**src/rtl/cache_fill_fsm_if.sv**
```systemverilog
// Memory-side read bus of the cache block fill engine.
// Master issues word reads; slave returns data in request order.
interface cache_fill_fsm_if;
   logic        mem_read_req;
   logic [15:0] memory_address;
   logic [15:0] memory_data;
   logic        memory_data_valid;

   modport master (
      output mem_read_req,
      output memory_address,
      input  memory_data,
      input  memory_data_valid
   );

   modport slave (
      input  mem_read_req,
      input  memory_address,
      output memory_data,
      output memory_data_valid
   );
endinterface

```
**src/rtl/cache_fill_fsm.sv**
```systemverilog
// Cache miss fill engine: pipelined block read, data-array steering, tag write.
// Optional miss statistics counter enabled by defining CACHE_FILL_STATS_EN.
module cache_fill_fsm #(
   parameter int WORDS_PER_BLOCK = 8,
   parameter int OFF_W           = 3
) (
   input  logic               clk,
   input  logic               rst_n,
   input  logic               miss_detected,
   input  logic [15:0]        miss_address,
   cache_fill_fsm_if.master   mem,
   output logic               fsm_busy,
   output logic               write_data_array,
   output logic [OFF_W-1:0]   word_offset,
   output logic [15:0]        fill_data,
`ifdef CACHE_FILL_STATS_EN
   output logic               write_tag_array,
   output logic [15:0]        miss_count
`else
   output logic               write_tag_array
`endif
);

   typedef enum logic {
      IDLE,
      FILL
   } state_e;

   localparam logic [OFF_W:0] NWORDS = (OFF_W+1)'(WORDS_PER_BLOCK);
   localparam logic [OFF_W:0] LAST   = NWORDS - 1'b1;

   state_e         state_q, state_d;
   logic [OFF_W:0] issue_q, issue_d;
   logic [OFF_W:0] recv_q, recv_d;
   logic [15:0]    base_q, base_d;

   logic           req;
   logic [15:0]    addr;

   always_ff @(posedge clk or negedge rst_n) begin
      if (!rst_n) begin
         state_q <= IDLE;
         issue_q <= '0;
         recv_q  <= '0;
         base_q  <= '0;
      end else begin
         state_q <= state_d;
         issue_q <= issue_d;
         recv_q  <= recv_d;
         base_q  <= base_d;
      end
   end

   always_comb begin
      state_d          = state_q;
      issue_d          = issue_q;
      recv_d           = recv_q;
      base_d           = base_q;
      fsm_busy         = 1'b0;
      req              = 1'b0;
      addr             = '0;
      write_data_array = 1'b0;
      word_offset      = '0;
      fill_data        = '0;
      write_tag_array  = 1'b0;
      unique case (state_q)
         IDLE: begin
            fsm_busy = miss_detected;
            if (miss_detected) begin
               base_d  = {miss_address[15:OFF_W+1], {(OFF_W+1){1'b0}}};
               issue_d = '0;
               recv_d  = '0;
               state_d = FILL;
            end
         end
         FILL: begin
            fsm_busy    = 1'b1;
            addr        = base_q + {{(14-OFF_W){1'b0}}, issue_q, 1'b0};
            word_offset = recv_q[OFF_W-1:0];
            if (issue_q < NWORDS) begin
               req     = 1'b1;
               issue_d = issue_q + 1'b1;
            end
            // Returns beyond the block are dropped; counters never wrap.
            if (mem.memory_data_valid && (recv_q < NWORDS)) begin
               write_data_array = 1'b1;
               fill_data        = mem.memory_data;
               recv_d           = recv_q + 1'b1;
               if (recv_q == LAST) begin
                  write_tag_array = 1'b1;
                  state_d         = IDLE;
               end
            end
         end
         default: state_d = IDLE;
      endcase
   end

   assign mem.mem_read_req   = req;
   assign mem.memory_address = addr;

`ifdef CACHE_FILL_STATS_EN
   logic [15:0] miss_count_q, miss_count_d;

   always_comb begin
      miss_count_d = miss_count_q;
      if ((state_q == IDLE) && miss_detected && (miss_count_q != 16'hFFFF))
         miss_count_d = miss_count_q + 16'd1;
   end

   always_ff @(posedge clk or negedge rst_n) begin
      if (!rst_n) miss_count_q <= '0;
      else        miss_count_q <= miss_count_d;
   end

   assign miss_count = miss_count_q;
`endif

endmodule
```
**src/flat_wrapper.sv**
```systemverilog
// flat-port wrapper written by rule: the top's interface ports become plain ports
module cache_fill_fsm_flat 
#(
   parameter int WORDS_PER_BLOCK = 8,
   parameter int OFF_W           = 3
)
  (clk, rst_n, miss_detected, miss_address, fsm_busy, write_data_array, word_offset, fill_data, write_tag_array, mem_mem_read_req, mem_memory_address, mem_memory_data, mem_memory_data_valid);
  cache_fill_fsm_if mem_i ();
  input  logic clk;
  input  logic rst_n;
  input  logic miss_detected;
  input  logic [15:0] miss_address;
  output logic fsm_busy;
  output logic write_data_array;
  output logic [OFF_W-1:0] word_offset;
  output logic [15:0] fill_data;
  output logic write_tag_array;
  output wire logic [$bits(mem_i.mem_read_req)-1:0] mem_mem_read_req;
  output wire logic [$bits(mem_i.memory_address)-1:0] mem_memory_address;
  input wire logic [$bits(mem_i.memory_data)-1:0] mem_memory_data;
  input wire logic [$bits(mem_i.memory_data_valid)-1:0] mem_memory_data_valid;
  assign mem_mem_read_req = mem_i.mem_read_req;
  assign mem_memory_address = mem_i.memory_address;
  assign mem_i.memory_data = mem_memory_data;
  assign mem_i.memory_data_valid = mem_memory_data_valid;
  cache_fill_fsm #(.WORDS_PER_BLOCK(WORDS_PER_BLOCK), .OFF_W(OFF_W)) u_core (.clk(clk), .rst_n(rst_n), .miss_detected(miss_detected), .miss_address(miss_address), .mem(mem_i), .fsm_busy(fsm_busy), .write_data_array(write_data_array), .word_offset(word_offset), .fill_data(fill_data), .write_tag_array(write_tag_array));
endmodule
```
**config.mk**
```make
export PLATFORM = sky130hd
export DESIGN_NAME = cache_fill_fsm_flat
export DESIGN_NICKNAME = d
export VERILOG_FILES = /design/src/rtl/cache_fill_fsm_if.sv /design/src/rtl/cache_fill_fsm.sv /design/src/flat_wrapper.sv
export SDC_FILE = /design/constraint.sdc
export NUM_CORES = 1
export LEC_CHECK = 0
export ABC_AREA = 1
export CORE_MARGIN = 4
export CORE_UTILIZATION = 42
export CTS_BUF_LIST = sky130_fd_sc_hd__clkbuf_4 sky130_fd_sc_hd__clkbuf_8 sky130_fd_sc_hd__clkbuf_16
export DETAILED_ROUTE_END_ITERATION = 6
export PLACE_DENSITY = 0.95
export SYNTH_ARGS = -nofsm -noshare
export SYNTH_HDL_FRONTEND = slang
export SYNTH_SLANG_ARGS = --single-unit
```
**constraint.sdc**
```tcl
create_clock -name clk -period 2.1 [get_ports clk]
set_clock_uncertainty 0.05 [all_clocks]
set_input_delay 0.21 -clock clk [delete_from_list [all_inputs] [get_ports clk]]
set_output_delay 0.21 -clock clk [all_outputs]
set_load 0.02 [all_outputs]
```
* After elaboration in Yosys (flattened, before gate mapping)
Cells that the tools add are included.
Word-level totals: register bits after elaboration 21, output and inout port bits 39
Cells by class: add/sub/neg operators 3, $lt $le $gt $ge 2, eq/ne operators 4, muxes and demuxes 21, bitwise logic cells 1, reduce and logical (&&, ||, !) cells 4
Operators with widths (count):
- 16-bit two-way mux | 3
- 16-bit by 5-bit adder with 16-bit output | 1
- 4-bit case mux with 2 select lines | 2
- 4-bit two-way mux | 3
- 1-bit two-way mux | 10
- 4-bit by 1-bit adder with 4-bit output (second input constant) | 2
- 4-bit < comparator (second input constant) | 2
- 2-bit != test (second input constant) | 3
- 2-bit AND reduction | 3
- 4-bit by 3-bit equality test with 1-bit output (second input constant) | 1
- 1-bit case mux with 2 select lines | 2
- 3-bit two-way mux | 1
- 1-bit logical AND | 1
- 1-bit NOT | 1

* Logic depth before layout (Yosys ltp)
depth in word-level cells 4, mapped depth 8, mapped depth without buffers 8

* Worst setup path after synthesis
Ideal clock, no wire load.
kind reg2out, start register u_core.base_q[4], end output mem_memory_address[15], data arrival time 1259 ps, data required time 1840 ps, slack 581 ps, cell stages (with the launch flop) 8, path buffers 0, cell sequence dfrtp_1 ha_1 nand2_1 nor2_4 nand3_1 nand2_1 inv_1 nor2_1
On the way: longest elaborated chain between the ends 2
Ends and longest elaborated chain:
- start: declaration | RTL line cache_fill_fsm.sv:35 | logic [15:0] base_q, base_d;
- start signal: assignment | RTL line cache_fill_fsm.sv:50 | base_q <= base_d;
- 16-bit by 5-bit adder with 16-bit output | RTL line cache_fill_fsm.sv:78 | addr = base_q + {{(14-OFF_W){1'b0}}, issue_q, 1'b0};
- 16-bit two-way mux | RTL line cache_fill_fsm.sv:66 | unique case (state_q)
- end: declaration | RTL line flat_wrapper.sv:19 | output wire logic [$bits(mem_i.memory_address)-1:0] mem_memory_address;
Every way passes these cells.

* Worst setup path in the final report
start register u_core.state_q, end output fill_data[8]
On the way: longest elaborated chain between the ends 1
Ends and longest elaborated chain:
- start: declaration | RTL line cache_fill_fsm.sv:32 | state_e state_q, state_d;
- start signal: assignment | RTL line cache_fill_fsm.sv:47 | state_q <= state_d;
- 16-bit two-way mux | RTL line cache_fill_fsm.sv:66
- end: declaration | RTL line flat_wrapper.sv:16 | output logic [15:0] fill_data;
Every way passes these cells.

==> metrics.json <==
{
  "outcome": {"value": "complete, no violations"},
  "synth_edf_count": {"value": 0},
  "finalCriticalPeriod": {"value": 1.98, "unit": "ns"},
  "clkSlewWorstSetupHoldPaths": {"value": 0.12, "unit": "ns"},
  "cts-hold-fix-buffers": {"value": 0},
  "max-clock-path-buffers": {"value": 2},
  "initial_util": {"value": 0.447},
  "yosysWarnings": {"value": 0},
  "timing.critical_path.fanout_max": {"value": 5},
  "diodes_inserted": {"value": 0},
  "post_route_cells_drive_above_1_share": {"value": 0.0903},
  "timing.reg2reg.setup_slack": {"value": 0.55, "unit": "ns"},
  "gp_congestion": {"value": 0.844},
  "asyncSetResetFlopFracSynth": {"value": 1.00},
  "synth_compound_gate_area_share": {"value": 0.0857},
  "nFillCells": {"value": 278},
  "period_share": {"value": 0.943},
  "finalSetupViolations": {"value": 0},
  "grt-ovfl-total": {"value": 0},
  "design.final.nets": {"value": 329},
  "drv_slew": {"value": 0},
  "post-synth-top-count-cell": {"value": "nand2_1"},
  "rr_worst_depth": {"value": 6},
  "worst-endpoint-required": {"value": 1.84, "unit": "ns"},
  "largest_net_degree_at_the_start_of_global_routing": {"value": 22},
  "globalRouteTotalUtil": {"value": 0.179},
  "synthesis.area_per_instance": {"value": 6.42, "unit": "um2"},
  "grt_antenna_before_repair": {"value": 0},
  "worstHoldPathType": {"value": "input pin to asynchronous set/reset pin"},
  "timing.final.ws_setup": {"value": 0.119, "unit": "ns"},
  "slowest_stage": {"value": "clkdlybuf4s50_1"},
  "largest_family_of_logic_cells_by_synthesized_area": {"value": "simple AND/OR/NAND/NOR gates"},
  "numPortBuffers": {"value": 69},
  "hpwlAfterDp": {"value": 2960, "unit": "um"},
  "pre_cts_ws": {"value": 0.0338, "unit": "ns"},
  "post_synth_fa_ha_maj_area_fraction": {"value": 0.0361},
  "crit_path_cells": {"value": "nand3_1, nor2_1, clkdlybuf4s50_1"},
  "io-pin-count": {"value": 75},
  "synth.mux.area_fraction": {"value": 0},
  "timing.max_cap.violations": {"value": 0},
  "post-synth-top-area-fraction": {"value": 0.379},
  "routed_vias_inst": {"value": 4.62},
  "route.detailed.drc": {"value": 0},
  "dr.first_iter.drc_count": {"value": 110},
  "most_area_hungry_cell_type_in_the_yosys_netlist": {"value": "dfrtp_1"},
  "clock_sink_count": {"value": 21},
  "setup_tns": {"value": 0, "unit": "ns"},
  "count_of_final_hold_check_violations": {"value": 0},
  "floorplan.core_area": {"value": 0.00310, "unit": "mm2"},
  "synth_cell_type_count": {"value": 20},
  "detailroute.via_count": {"value": 1534},
  "fp-row-count": {"value": 20},
  "area_growth_syn_to_layout": {"value": 53.6, "unit": "%"},
  "critical_path.endpoint_type": {"value": "output port"},
  "ys_ff_latch": {"value": 21},
  "die_area": {"value": 0.00429, "unit": "mm2"},
  "synthXorXnorAreaFrac": {"value": 0},
  "ctsRootBufferMaster": {"value": "clkbuf_4"},
  "crit_path_to": {"value": "fill_data[8]"},
  "power-per-cell-area": {"value": 325, "unit": "mW/mm2"},
  "mappedNetlistArea": {"value": 0.00139, "unit": "mm2"},
  "netlist_top_cells_count": {"value": "nand2_1 (63), inv_1 (40), nor2_1 (35), dfrtp_1 (21)"},
  "tritoncts_clock_tree": {"value": "done"},
  "die_w": {"value": 65.5, "unit": "um"},
  "critPathLaunchType": {"value": "register"},
  "clk_latency": {"value": 0.31, "unit": "ns"},
  "htree_levels": {"value": 1},
  "die_outline_height": {"value": 65.5, "unit": "um"},
  "finish.utilization": {"value": 0.687},
  "routedWlPerCell": {"value": 11.3, "unit": "um"},
  "max_freq": {"value": 0.505, "unit": "GHz"},
  "power.leakage": {"value": 1.29, "unit": "nW"},
  "timing_worst_setup_path_type": {"value": "register to output port"},
  "ant_nets_after_route": {"value": 0},
  "cell_types_occupying_the_most_area_after_synthesis": {"value": "dfrtp_1 (38%), nand2_1 (17%), inv_1 (11%)"},
  "rsz0062_at_grt": {"value": "false"},
  "postSynthNetCount": {"value": 256},
  "dominantRegCellSynth": {"value": "dfrtp_1"},
  "cts_inserted_buffers": {"value": 3},
  "ir_drop": {"value": 0.000333, "unit": "V"},
  "slowest_stage_delay_on_critical_path": {"value": 0.61, "unit": "ns"},
  "synth.yosys.seq_area_share": {"value": 0.379},
  "synthSimpleGateAreaFrac": {"value": 0.355},
  "firstDrtPassIters": {"value": 4},
  "critPathArrivalTime": {"value": 1.72, "unit": "ns"},
  "synthesis.instances": {"value": 216},
  "grt_pass1_vias": {"value": 1503},
  "drt_total_wl": {"value": 3740, "unit": "um"},
  "cp-startpoint": {"value": "u_core.state_q$_DFF_PN0_"},
  "grt_first_pass_wirelength": {"value": 6130, "unit": "um"},
  "worst_r2r_startpoint": {"value": "u_core.state_q$_DFF_PN0_"},
  "timing.rr.end": {"value": "u_core.base_q[13]$_DFFE_PN0P_"}
}
-- power by group --
| part | total [mW] | switching (mW) | internal (mW) |
|---|---|---|---|
| Combinational | 0.0746 | 0.0214 | 0.0532 |
| Sequential | 0.404 | 0 | 0.404 |
| Clock | 0.213 | 0.126 | 0.0872 |
| Total | 0.692 | 0.147 | 0.545 |
-- layout by cell type (no fill, tap or decap), drive strengths merged --
cell           Yosys  final
o21ai             13     13
buf                6      6
o22ai              1      1
nand4              3      3
nor2              38     38
inv               41     41
ha                 4      4
conb               1      1
dlygate4sd2        0     20
clkbuf             1     11
clkdlybuf4s50      0     40
a211oi             1      1
dfrtp             21     21
dlymetal6s2s       0      2
nand2             65     65
a21oi              8      8
nand3             13     13
-- routing by layer --
metal  wire length, um  GRT usage  share of wire  vias to the layer above
met3               309     0.0547          0.083                        7
met4                54     0.0596          0.014                        0
met5                 0          0              0                        -
met2              1860      0.317           0.50                       59
li1                  -          -              -                      794
met1              1520      0.203           0.41                      674
-- worst max-delay path, delay by kind of cell, from the launching register on --
kind	cells	cell delay, ns
buf+inv	1	0.61
flops	1	0.45
simple gates	2	0.33
-- sequential cells by signal (all words and copies together), names as in the netlist --
signal and cells:
u_core.base_q 12, u_core.issue_q 4, u_core.recv_q 4, u_core.state_q 1
-- metrics by stage --
step / hold slack, ns / power, mW / instance area, um2 / cells
after detailed placement: 0.437 / 0.488 / 2150 / 328
after global placement: 0.430 / 0.486 / 2150 / 328
after global routing: 0.191 / 0.724 / 2130 / 332
final: 0.171 / 0.692 / 2130 / 332
after floorplan: -0.136 / 0.421 / 1390 / 216
after CTS: 0.183 / 0.696 / 2150 / 332
-- timing repair --
action | 4_1_cts | 5_1_grt
buffers inserted | 0 | 0
setup endpoints to repair | 27 | 9
pin swaps | 0 | 1
gates resized for setup | 28 | 19
hold endpoints to repair | 0 | 0
-- cells by family (layout without fill, tap and decap cells) --
| kind of cell | after synthesis | in the layout |
|---|---|---|
| other | 1 | 1 |
| AO/OA/AOI/OAI | 23 | 23 |
| flip-flops | 21 | 21 |
| AND/OR/NAND/NOR | 119 | 119 |
| buffers and inverters | 48 | 120 |
| adder cells (fa/ha/maj) | 4 | 4 |
-- area by class of cell --
class                           count  area, um2  share of cell area
Sequential cell                    21        526               0.247
Inverter                           41        154              0.0722
Multi-Input combinational cell    147        673               0.316
Clock buffer                        4       30.0              0.0141
Tap cell                           44       55.1              0.0258
Timing Repair Buffer               75        693               0.325
-- worst min-delay path by stage --
stage,startpoint,to,slack [ns],cells after the start
2_1_floorplan,rst_n,u_core.base_q[10]$_DFFE_PN0P_,-0.14,0
3_3_place_gp,u_core.issue_q[2]$_DFFE_PN0P_,u_core.issue_q[2]$_DFFE_PN0P_,0.43,1
3_5_place_dp,u_core.issue_q[2]$_DFFE_PN0P_,u_core.issue_q[2]$_DFFE_PN0P_,0.44,1
4_1_cts,rst_n,u_core.issue_q[1]$_DFFE_PN0P_,0.18,2
5_1_grt,rst_n,u_core.issue_q[1]$_DFFE_PN0P_,0.19,2
6_report,rst_n,u_core.issue_q[1]$_DFFE_PN0P_,0.17,2
Power figures use the tool's default switching activity.
